`src/rtl/fetch_decode_fsm_pkg.sv`:
```
// Shared definitions for the instruction fetch/decode controller: opcodes, FSM states
// and instruction-register field positions.
package fetch_decode_fsm_pkg;

  localparam int unsigned OPC_MSB = 15;
  localparam int unsigned OPC_LSB = 12;
  localparam int unsigned P1_MSB  = 11;
  localparam int unsigned P1_LSB  = 6;
  localparam int unsigned P2_MSB  = 5;
  localparam int unsigned P2_LSB  = 0;

  typedef enum logic [3:0] {
    OpNop    = 4'h0,
    OpAluReg = 4'h1,
    OpAluImm = 4'h2,
    OpMov    = 4'h3,
    OpJmp    = 4'h4,
    OpHalt   = 4'hF
  } opcode_e;

  typedef enum logic [2:0] {
    StIdle   = 3'd0,
    StFetch  = 3'd1,
    StDecode = 3'd2,
    StExec   = 3'd3,
    StNext   = 3'd4,
    StHalt   = 3'd5
  } state_e;

  // Opcodes that hand off to an external execute unit.
  function automatic logic is_exec_op(input logic [3:0] op);
    return (op == OpAluReg) || (op == OpAluImm) || (op == OpMov);
  endfunction

endpackage

```
`src/rtl/exec_timeout_counter.sv`:
```
// Cycle counter bounding how long EXEC waits for a unit's done; tc_o flags the last
// allowed cycle.
module exec_timeout_counter
  import fetch_decode_fsm_pkg::*;
#(
  parameter int unsigned TIMEOUT = 64
) (
  input  logic clk,
  input  logic rst,
  input  logic clr_i,
  input  logic en_i,
  output logic tc_o
);

  localparam int unsigned CntW = (TIMEOUT > 2) ? $clog2(TIMEOUT) : 1;

  logic [CntW-1:0] cnt_q, cnt_d;

  always_comb begin
    cnt_d = cnt_q;
    if (clr_i) begin
      cnt_d = '0;
    end else if (en_i) begin
      cnt_d = cnt_q + 1'b1;
    end
  end

  always_ff @(posedge clk or negedge rst) begin
    if (!rst) begin
      cnt_q <= '0;
    end else begin
      cnt_q <= cnt_d;
    end
  end

  assign tc_o = (cnt_q == CntW'(TIMEOUT - 1));

endmodule

```
`src/rtl/fetch_decode_fsm.sv`:
```
// Instruction fetch/decode controller: fetches over a ready handshake, dispatches to the
// execute units, and runs NOP/JMP/HALT itself.
module fetch_decode_fsm
  import fetch_decode_fsm_pkg::*;
#(
  parameter int unsigned PC_W    = 8,
  parameter int unsigned IW      = 16,
  parameter int unsigned TIMEOUT = 64
) (
  input  logic            clk,
  input  logic            rst,
  input  logic            run,
  output logic [PC_W-1:0] mem_addr,
  output logic            mem_rd,
  input  logic [IW-1:0]   mem_rdata,
  input  logic            mem_ready,
  output logic            donefetch,
  output logic            start_alu_inm,
  output logic            start_alu_reg,
  output logic            start_mov,
  input  logic            done_alu_inm,
  input  logic            done_alu_reg,
  input  logic            done_mov,
  output logic [3:0]      opcode,
  output logic [5:0]      parameter1,
  output logic [5:0]      parameter2,
  output logic [PC_W-1:0] pc,
  output logic            halted,
  output logic            err
);

  state_e          state_q, state_d;
  logic [PC_W-1:0] pc_q, pc_d;
  logic [IW-1:0]   ir_q, ir_d;
  logic            err_q, err_d;
  logic            done_sel;
  logic            tc;
  logic [11:0]     jmp_tgt;

  assign opcode     = ir_q[OPC_MSB:OPC_LSB];
  assign parameter1 = ir_q[P1_MSB:P1_LSB];
  assign parameter2 = ir_q[P2_MSB:P2_LSB];
  assign jmp_tgt    = ir_q[P1_MSB:P2_LSB];
  assign pc         = pc_q;
  assign mem_addr   = pc_q;
  assign err        = err_q;

  // Only the selected unit's done counts; the others are ignored.
  always_comb begin
    done_sel = 1'b0;
    case (opcode)
      OpAluReg: done_sel = done_alu_reg;
      OpAluImm: done_sel = done_alu_inm;
      OpMov:    done_sel = done_mov;
      default:  done_sel = 1'b0;
    endcase
  end

  exec_timeout_counter #(
    .TIMEOUT(TIMEOUT)
  ) u_timeout (
    .clk  (clk),
    .rst  (rst),
    .clr_i((state_q != StExec) || done_sel),
    .en_i ((state_q == StExec) && !done_sel && !tc),
    .tc_o (tc)
  );

  always_comb begin
    state_d       = state_q;
    pc_d          = pc_q;
    ir_d          = ir_q;
    err_d         = err_q;
    mem_rd        = 1'b0;
    donefetch     = 1'b0;
    start_alu_inm = 1'b0;
    start_alu_reg = 1'b0;
    start_mov     = 1'b0;
    halted        = 1'b0;

    case (state_q)
      StIdle: begin
        if (run) state_d = StFetch;
      end
      StFetch: begin
        mem_rd = 1'b1;
        if (mem_ready) begin
          ir_d    = mem_rdata;
          state_d = StDecode;
        end
      end
      StDecode: begin
        donefetch = 1'b1;
        if (is_exec_op(opcode)) begin
          state_d = StExec;
        end else if (opcode == OpJmp) begin
          pc_d    = jmp_tgt[PC_W-1:0];
          state_d = StFetch;
        end else if (opcode == OpHalt) begin
          state_d = StHalt;
        end else begin
          state_d = StNext;
        end
      end
      StExec: begin
        start_alu_reg = (opcode == OpAluReg);
        start_alu_inm = (opcode == OpAluImm);
        start_mov     = (opcode == OpMov);
        if (done_sel) begin
          state_d = StNext;
        end else if (tc) begin
          err_d   = 1'b1;
          state_d = StHalt;
        end
      end
      StNext: begin
        pc_d    = pc_q + 1'b1;
        state_d = StFetch;
      end
      StHalt: begin
        halted = 1'b1;
      end
      default: begin
        state_d = StIdle;
      end
    endcase
  end

  always_ff @(posedge clk or negedge rst) begin
    if (!rst) begin
      state_q <= StIdle;
      pc_q    <= '0;
      ir_q    <= '0;
      err_q   <= 1'b0;
    end else begin
      state_q <= state_d;
      pc_q    <= pc_d;
      ir_q    <= ir_d;
      err_q   <= err_d;
    end
  end

endmodule

```
`config.mk`:
```
export PLATFORM = sky130hd
export DESIGN_NAME = fetch_decode_fsm
export DESIGN_NICKNAME = d
export VERILOG_FILES = /design/src/rtl/fetch_decode_fsm_pkg.sv /design/src/rtl/exec_timeout_counter.sv /design/src/rtl/fetch_decode_fsm.sv
export SDC_FILE = /design/constraint.sdc
export NUM_CORES = 1
export LEC_CHECK = 0
export CAP_MARGIN = 20
export CORE_UTILIZATION = 32
export DETAILED_ROUTE_END_ITERATION = 16
export GPL_ROUTABILITY_DRIVEN = 0
export PLACE_DENSITY = 0.59
export SLEW_MARGIN = 20
export SYNTH_ARGS = -nofsm -noshare
export SYNTH_HDL_FRONTEND = slang
export SYNTH_SLANG_ARGS = --single-unit
```
`constraint.sdc`:
```
create_clock -name clk -period 5.1 [get_ports clk]
set_clock_uncertainty 0.15 [all_clocks]
set_input_delay 1.02 -clock clk [delete_from_list [all_inputs] [get_ports clk]]
set_output_delay 1.02 -clock clk [all_outputs]
set_load 0.05 [all_outputs]
```
---- After elaboration in Yosys (flattened, before gate mapping) ----
Index checks and enable logic that the tools add are counted.
word-level totals
  flip-flop bits (word level) ............. 34
  latch bits .............................. 0
  RAM bits ................................ 0
  bits in read-only memories .............. 0
  input port bits ......................... 23
  output and inout port bits .............. 39
  word-level logic and storage cells ...... 60
  memories ................................ 0
cells by class
  $add $sub $neg .......................... 2
  multipliers ............................. 0
  divide/modulo/power cells ............... 0
  order comparisons ....................... 0
  equal/unequal tests ..................... 17
  shift operators ......................... 0
  mux-type cells .......................... 20
  bitwise gates (word level) .............. 2
  reduce and logical (&&, ||, !) cells .... 14
operators by type and width
  cell                   count
  $mux W3                6
  $pmux W3 S6            1
  $mux W8                2
  $pmux W8 S2            1
  $mux W6                2
  $add A8 B1 Y8 const B  1
  $eq A4 B2 Y1 const B   2
  $ne A2 B2 Y1 const B   4
  $mux W1                7
  $add A6 B1 Y6 const B  1
  $eq A3 B2 Y1 const B   2
  $eq A3 B3 Y1 const B   2
  $eq A6 B6 Y1 const B   1
  $reduce_and A3 Y1      2
  $eq A4 B1 Y1 const B   1
  $eq A4 B3 Y1 const B   1
  $eq A4 B4 Y1 const B   1
  $reduce_and A4 Y1      1
  $reduce_bool A2 Y1     2
  $eq A3 B1 Y1 const B   1
  $logic_not A3 Y1       1
  $logic_or A1 B1 Y1     3
  $ne A3 B2 Y1 const B   1
  $ne A3 B3 Y1 const B   1
  other kinds (5)        8

---- Logic depth before layout (Yosys ltp) ----
Gate-level depths: netlist of the first run.
  depth after elaboration ................. 7
  depth in mapped cells ................... 7
  gate-level depth less buffers ........... 5

---- Modules after synthesis ----
A second synthesis of the first run with hierarchy kept.
unflattened totals
  cells, all modules ...................... 169
  area, all modules ....................... 1,789.2 sq um
by module, submodules not included
  module                instances  cells each  area each (sq um)  seq. area each (sq um)
  fetch_decode_fsm      1          141         1,507.7            700.7
  exec_timeout_counter  1          28          281.5              150.1

---- Least setup slack after synthesis of the first run ----
Ideal clock, no wire load.
  path kind ............................... flip-flop to output port
  start point ............................. register ir_q[14]
  end point ............................... output start_alu_inm
  data arrival time ....................... 2.043 ns
  data required time ...................... 3.930 ns
  path slack .............................. 1.887 ns
  cell stages (with the launch flop) ...... 5
  buffers on the path ..................... 1
  path through ............................ dfrtp_1 buf_2 nor2_1 nand2_1 nor3_1
between the ends
  longest elaborated chain between the ends .. 2
ends and longest elaborated chain
  element                   line                     text
  start: declaration        fetch_decode_fsm.sv:34   logic [IW-1:0] ir_q, ir_d;
  start signal: assignment  fetch_decode_fsm.sv:138  ir_q <= ir_d;
  $eq A4 B2 Y1              fetch_decode_fsm.sv:107  start_alu_inm = (opcode == OpAluImm);
  $mux W1                   fetch_decode_fsm.sv:81   case (state_q)
  end: declaration          fetch_decode_fsm.sv:18   output logic start_alu_inm,
No other way between the ends.

---- Final worst setup path of the first run ----
  start point ............................. register state_q[0]
  end point ............................... output start_alu_reg
between the ends
  longest elaborated chain between the ends .. 2
ends and longest elaborated chain
  element                   line                     text
  start: declaration        fetch_decode_fsm.sv:32   state_e state_q, state_d;
  start signal: assignment  fetch_decode_fsm.sv:131  state_q <= StIdle;
  start signal: assignment  fetch_decode_fsm.sv:136  state_q <= state_d;
  $eq A3 B2 Y1              fetch_decode_fsm.sv:81
  $mux W1                   fetch_decode_fsm.sv:81
  end: declaration          fetch_decode_fsm.sv:19   output logic start_alu_reg,
No other way between the ends.

==> flow_summary_export.csv, run 1 <==
group,metric,value,unit
final_layout,final_nets,246,
critical_path,required,3.93,ns
clocking,cts_tree,"yes",
timing,whs,0.3306,ns
grt,grt_pass1_vias,1401,
final_layout,fill_cells,556,
route,vias_per_cell,4.904,
synthesis,ys.warnings.count,0,
timing,setup_viol,0,
clocking,cts_hold_buffers,0,
synthesis,syn-num-nets,193,
grt,grt_pass1_wl,6.755,mm
synthesis,ys_ff_latch,34,
clocking,cts_resized,0,
timing,tns,0,ns
placed_design,dpl.hpwl,2.849,mm
synthesis,synth_flop_cell,"dfrtp_1",
clocking,post-cts-setup-buffers,0,
timing,hold_violations,0,
placed_design,port_buffers,61,
grt,grt_usage,14.53,%
synthesis,yosys.area.top_type,"dfrtp_1",
job,maxCapViolCount,0,
final_layout,drive_gt1_share,15.38,%
die,dieArea,6071,um2
placed_design,dp_cells,286,
die,die_w,77.92,um
synthesis,netlist_instances,168,
route,num_vias,1437,
critical_path,startpoint_type,"flop",
route,drt_iter0_markers,47,
route,wirelength,4.027,mm
clocking,cts_root_buf,"clkbuf_8",
grt,grt_overflow,0,
power_and_ir_drop,ir_drop,0.1026,mV
timing,worst_pin_slew,0.7575,ns
synthesis,ys_async_sr_fraction,100.0,%
die,die_h,77.92,um
route,ant_nets,0,
placed_design,pre_cts_ws,2.056,ns
die,placementRows,27,
clocking,cts_made_buffers,5,
die,core_area,5540,um2
clocking,cts_sinks,34,
route,drc,0,
route,firstDrtPassIters,4,
final_layout,n_antenna_cell,0,
timing,post-route-period-util,65.73,%
power_and_ir_drop,p_per_area,214.4,nW/um2
synthesis,synth-edff-count,0,
critical_path,critPathMaxFanout,11,
final_layout,area_delta_synth_final,37.11,%
grt,grt_antenna_before_repair,0,
clocking,clk_latency,0.28,ns
route,highest_layer,"met4",
timing,drv_slew,0,
synthesis,netlist_area,1844,um2
synthesis,seq_area_frac_synth,46.13,%
clocking,htree_levels,2,
synthesis,synth_top_area_share,46.13,%
final_layout,ff_latch_area,850.8,um2
route,wire_per_inst,13.74,um
critical_path,critical_path_class,"reg -> out",
synthesis,synth_cell_types,47,
status,status,"finished clean",
timing,worst_slack,1.748,ns
power_and_ir_drop,leakagePower,1.053,nW
synthesis,synth.avg_cell_area,10.98,um2
clocking,clk_pin_slew,0.07,ns
critical_path,worst_setup_path_end_kind,"output pin",
grt,grt_max_degree,35,
die,ios,62,
timing,max_clock_freq,298.3,MHz
critical_path,cp.arrival,2.18,ns
timing,rsz0062_at_grt,"no",
route,wl_met2,1.795,mm
timing,fin_crit,3.352,ns
timing,slew_headroom,49.50,%
synthesis,synth_area_leaders,"dfrtp_1 (46%), mux2_4 (8.1%), buf_4 (4.5%)",
route,wl_met1,1.913,mm
hold_path,min_path_type,"reg -> reg",
clocking,cts_buffer_depth,2,
route,route.met3.wl,245,um
final_layout,fin_cells,293,
final_layout,multiInputGateArea,862.1,um2
die,start_util,33.29,%
where the power goes:
group	internal, mW	leakage [nW]	switching (mW)
Combinational	0.0149	0.536	0.00766
Sequential	0.270	0.460	0
Clock	0.156	0.0573	0.0938
Total	0.441	1.05	0.101
cell usage in the layout, fill, tap and decap left out, types with 2 or more instances in the layout:
cell / instances
clkdlybuf4s50_1: 60
dfrtp_1: 34
nor2_1: 17
mux2_4: 10
nand2_1: 9
a21oi_1: 9
nand3_1: 8
o21ai_0: 7
mux2_2: 7
and3_1: 6
clkbuf_8: 6
nor3_1: 5
a221o_1: 3
mux2i_1: 2
or2_2: 2
o22ai_1: 2
xnor2_1: 2
a31oi_1: 2
ha_1: 2
state kept, by name (all words and copies together) (netlist names):
| signal | cells |
|---|---|
| state_q | 3 |
| mem_addr | 8 |
| ir_q | 16 |
| u_timeout.cnt_q | 6 |
| err | 1 |
cells in the mapped netlist, drive strengths merged, types with 2 or more instances:
master and n:
ha 2, inv 2, nand2 9, or2 2
nor3 5, o21ai 7, a221o 3, nand3 8
dfrtp 34, o22ai 2, a31oi 2, xnor2 2
mux2 17, mux2i 2, nor2 18, a21oi 9
and3 7, buf 15
layer usage:
metal	global-route usage [%]	vias to the layer above
met3	4.824	7
met5	0	-
met4	5.556	0
li1	-	709
met1	18.74	682
met2	22.48	39
worst paths after layout:
kind	from	end	slack [ns]	cells past startpoint
setup / recovery	state_q[0]$_DFFE_PN0P_	start_alu_reg	1.75	5
hold / removal	err$_DFFE_PN0P_	err$_DFFE_PN0P_	0.33	1
setup reg to reg	state_q[0]$_DFFE_PN0P_	mem_addr[3]$_DFFE_PN0P_	3.27	4
hold reg to reg	err$_DFFE_PN0P_	err$_DFFE_PN0P_	0.33	1
max in group asynchronous	rst	ir_q[14]$_DFFE_PN0P_	3.66	1
min in group asynchronous	rst	u_timeout.cnt_q[3]$_DFFE_PN0P_	0.65	1
logic make-up after synthesis:
logic type | after synthesis | share of synthesized area [%]
AO/OA/AOI/OAI | 35 | 13.50
XOR/XNOR | 3 | 1.425
adder cells (fa/ha/maj) | 2 | 1.357
buffers and inverters | 17 | 7.123
flip-flops | 34 | 46.13
multiplexers | 19 | 13.50
AND/OR/NAND/NOR | 58 | 16.96
worst max-delay path, stage by stage, from the launching register on:
cell             delay, ns
dfrtp_1               0.55
nand3b_1              0.17
nor3_1                0.20
nand2_1               0.08
nor2_1                0.10
clkdlybuf4s50_1       0.80
metrics by stage:
stage	power, mW	utilization [%]	cell area (um2)
2_1_floorplan	0.2758	-	1844
3_3_place_gp	0.2979	43.61	2416
3_5_place_dp	0.2979	43.61	2416
4_1_cts	0.5526	45.64	2529
5_1_grt	0.5673	45.64	2529
6_report	0.5423	45.64	2529
area by class of cell:
cell class	instances	share of cell area, %
clock inverter	1	1.188
tap	72	3.563
sequential	34	33.65
timing repair buffer	61	23.95
multi-input combinational	117	34.09
clock buffer	6	3.266
inverter	2	0.2969
(Power assumes the default switching activity.)
==> run 2, diff against run 1 <==
- clock period: 5.1 -> 3.1 ns (I/O delays scaled with it)
==> flow_summary_export.csv, run 2 (synthesis results as in run 1) <==
group,metric,value,unit
die,dieArea,6071,um2
critical_path,crit_path_start,"state_q[0]$_DFFE_PN0P_",
final_layout,area_delta_synth_final,36.30,%
placed_design,dpl.hpwl,2.865,mm
route,num_vias,1466,
timing,hold_violations,0,
critical_path,crit_chain,"nand3b_1 > nor3_1 > and3_1 > clkdlybuf4s50_1",
route,route.met3.wl,244,um
route,ant_nets,0,
final_layout,drive_gt1_share,15.77,%
route,wirelength,4.027,mm
die,placementRows,27,
placed_design,port_buffers,61,
final_layout,n_antenna_cell,0,
clocking,cts_made_buffers,5,
critical_path,critical_path_class,"reg -> out",
clocking,clk_pin_slew,0.07,ns
timing,rsz0062_at_grt,"no",
die,core_area,5540,um2
route,drc,0,
critical_path,critPathMaxFanout,11,
critical_path,max_stage_delay,0.79,ns
route,wl_met2,1.854,mm
timing,worst_slack,0.1492,ns
final_layout,top_register,"ir_q",
final_layout,stdcell_area,2514,um2
placed_design,pre_cts_ws,0.4553,ns
clocking,cts_sinks,34,
clocking,cts_root_buf,"clkbuf_8",
die,die_w,77.92,um
hold_path,min_path_type,"in -> async",
die,ios,62,
grt,grt_antenna_before_repair,0,
timing,post-route-period-util,95.19,%
critical_path,cp_slowest_cell,"clkdlybuf4s50_1",
grt,grt_usage,14.48,%
timing,drv_slew,0,
placed_design,place_area,2416,um2
final_layout,layout_common_cells,"clkdlybuf4s50_1 (59), dfrtp_1 (34), nor2_1 (17)",
final_layout,finish.utilization,45.37,%
final_layout,largest_reg_flops,16,
status,status,"finished clean",
critical_path,cp_top_family,"buffers and inverters",
timing,max_clock_freq,338.9,MHz
grt,grt_overflow,0,
clocking,clk_latency,0.28,ns
final_layout,fill_cells,573,
route,wl_met1,1.858,mm
route,firstDrtPassIters,4,
critical_path,cp.arrival,2.18,ns
timing,tns,0,ns
critical_path,worst_setup_path_end_kind,"output pin",
route,vias_per_cell,4.986,
grt,grt_max_degree,35,
critical_path,required,2.33,ns
grt,grt_pass1_wl,6.713,mm
route,highest_layer,"met4",
route,drt_iter0_markers,90,
power_and_ir_drop,leakagePower,1.062,nW
final_layout,final_nets,246,
power_and_ir_drop,p_per_area,327.0,nW/um2
critical_path,r2r_start,"state_q[0]$_DFFE_PN0P_",
clocking,cts_tree,"yes",
power_and_ir_drop,ir_drop,0.1344,mV
grt,grt_pass1_vias,1386,
route,wire_per_inst,13.70,um
timing,worst_pin_slew,0.7540,ns
die,start_util,33.29,%
critical_path,startpoint_type,"flop",
final_layout,mostFrequentLayoutCell,"clkdlybuf4s50_1",
die,die_h,77.92,um
clocking,htree_levels,2,
timing,slew_headroom,49.73,%
job,maxCapViolCount,0,
critical_path,critPathBufInv,1,
timing,fin_crit,2.951,ns
clocking,cts_buffer_depth,2,
timing,setup_viol,0,
run 2: cell type report:
class / instances / area (um2) / area share [%]
timing repair buffer: 61 / 608.1 / 24.19
sequential: 34 / 850.8 / 33.85
inverter: 2 / 7.507 / 0.2987
clock buffer: 6 / 82.58 / 3.285
multi-input combinational: 117 / 862.1 / 34.30
tap: 72 / 90.09 / 3.584
clock inverter: 2 / 12.51 / 0.4978
run 2: report_power, final:
part / internal, mW / switching (mW) / total (mW)
combinational: 0.0245 / 0.0126 / 0.0371
sequential: 0.443 / 0 / 0.443
clock: 0.178 / 0.163 / 0.341
run 2: worst register-to-register path, stage by stage, from the launching register on:
cell	delay, ns
dfrtp_1	0.51
nor3b_4	0.46
a41o_4	0.21
o21ai_0	0.09
a221o_1	0.30
run 2: repair_timing:
action / CTS / global route
hold buffers: 0 / 0
endpoints found under the setup margin: 0 / 1
buffers inserted: 0 / 0
resized for setup: 0 / 1
run 2: path summary, 6_finish.rpt:
path | endpoint | slack (ns) | cells after the start
worst min-delay path | u_timeout.cnt_q[3]$_DFFE_PN0P_ | 0.25 | 1
worst min register to register | err$_DFFE_PN0P_ | 0.33 | 1
max in group asynchronous | ir_q[12]$_DFFE_PN0P_ | 2.06 | 1
worst max register to register | mem_addr[3]$_DFFE_PN0P_ | 1.27 | 4
worst max-delay path | start_mov | 0.15 | 4
min in group clk | err$_DFFE_PN0P_ | 0.33 | 1
run 2: through the flow:
| stage | hold WS, ns | std cells | power (mW) |
|---|---|---|---|
| after global routing | 0.3276 | 294 | 0.8633 |
| after floorplan | 0.1744 | 168 | 0.4537 |
| after detailed placement | 0.3181 | 286 | 0.4902 |
| after CTS | 0.2835 | 294 | 0.8404 |
| final | 0.2487 | 294 | 0.8220 |
| after global placement | 0.3182 | 286 | 0.4902 |
run 2: layer usage:
| layer | GRT usage (%) | up-vias |
|---|---|---|
| met5 | 0 | - |
| met4 | 5.000 | 0 |
| met3 | 4.588 | 7 |
| met2 | 22.65 | 45 |
| met1 | 18.81 | 703 |
| li1 | - | 711 |
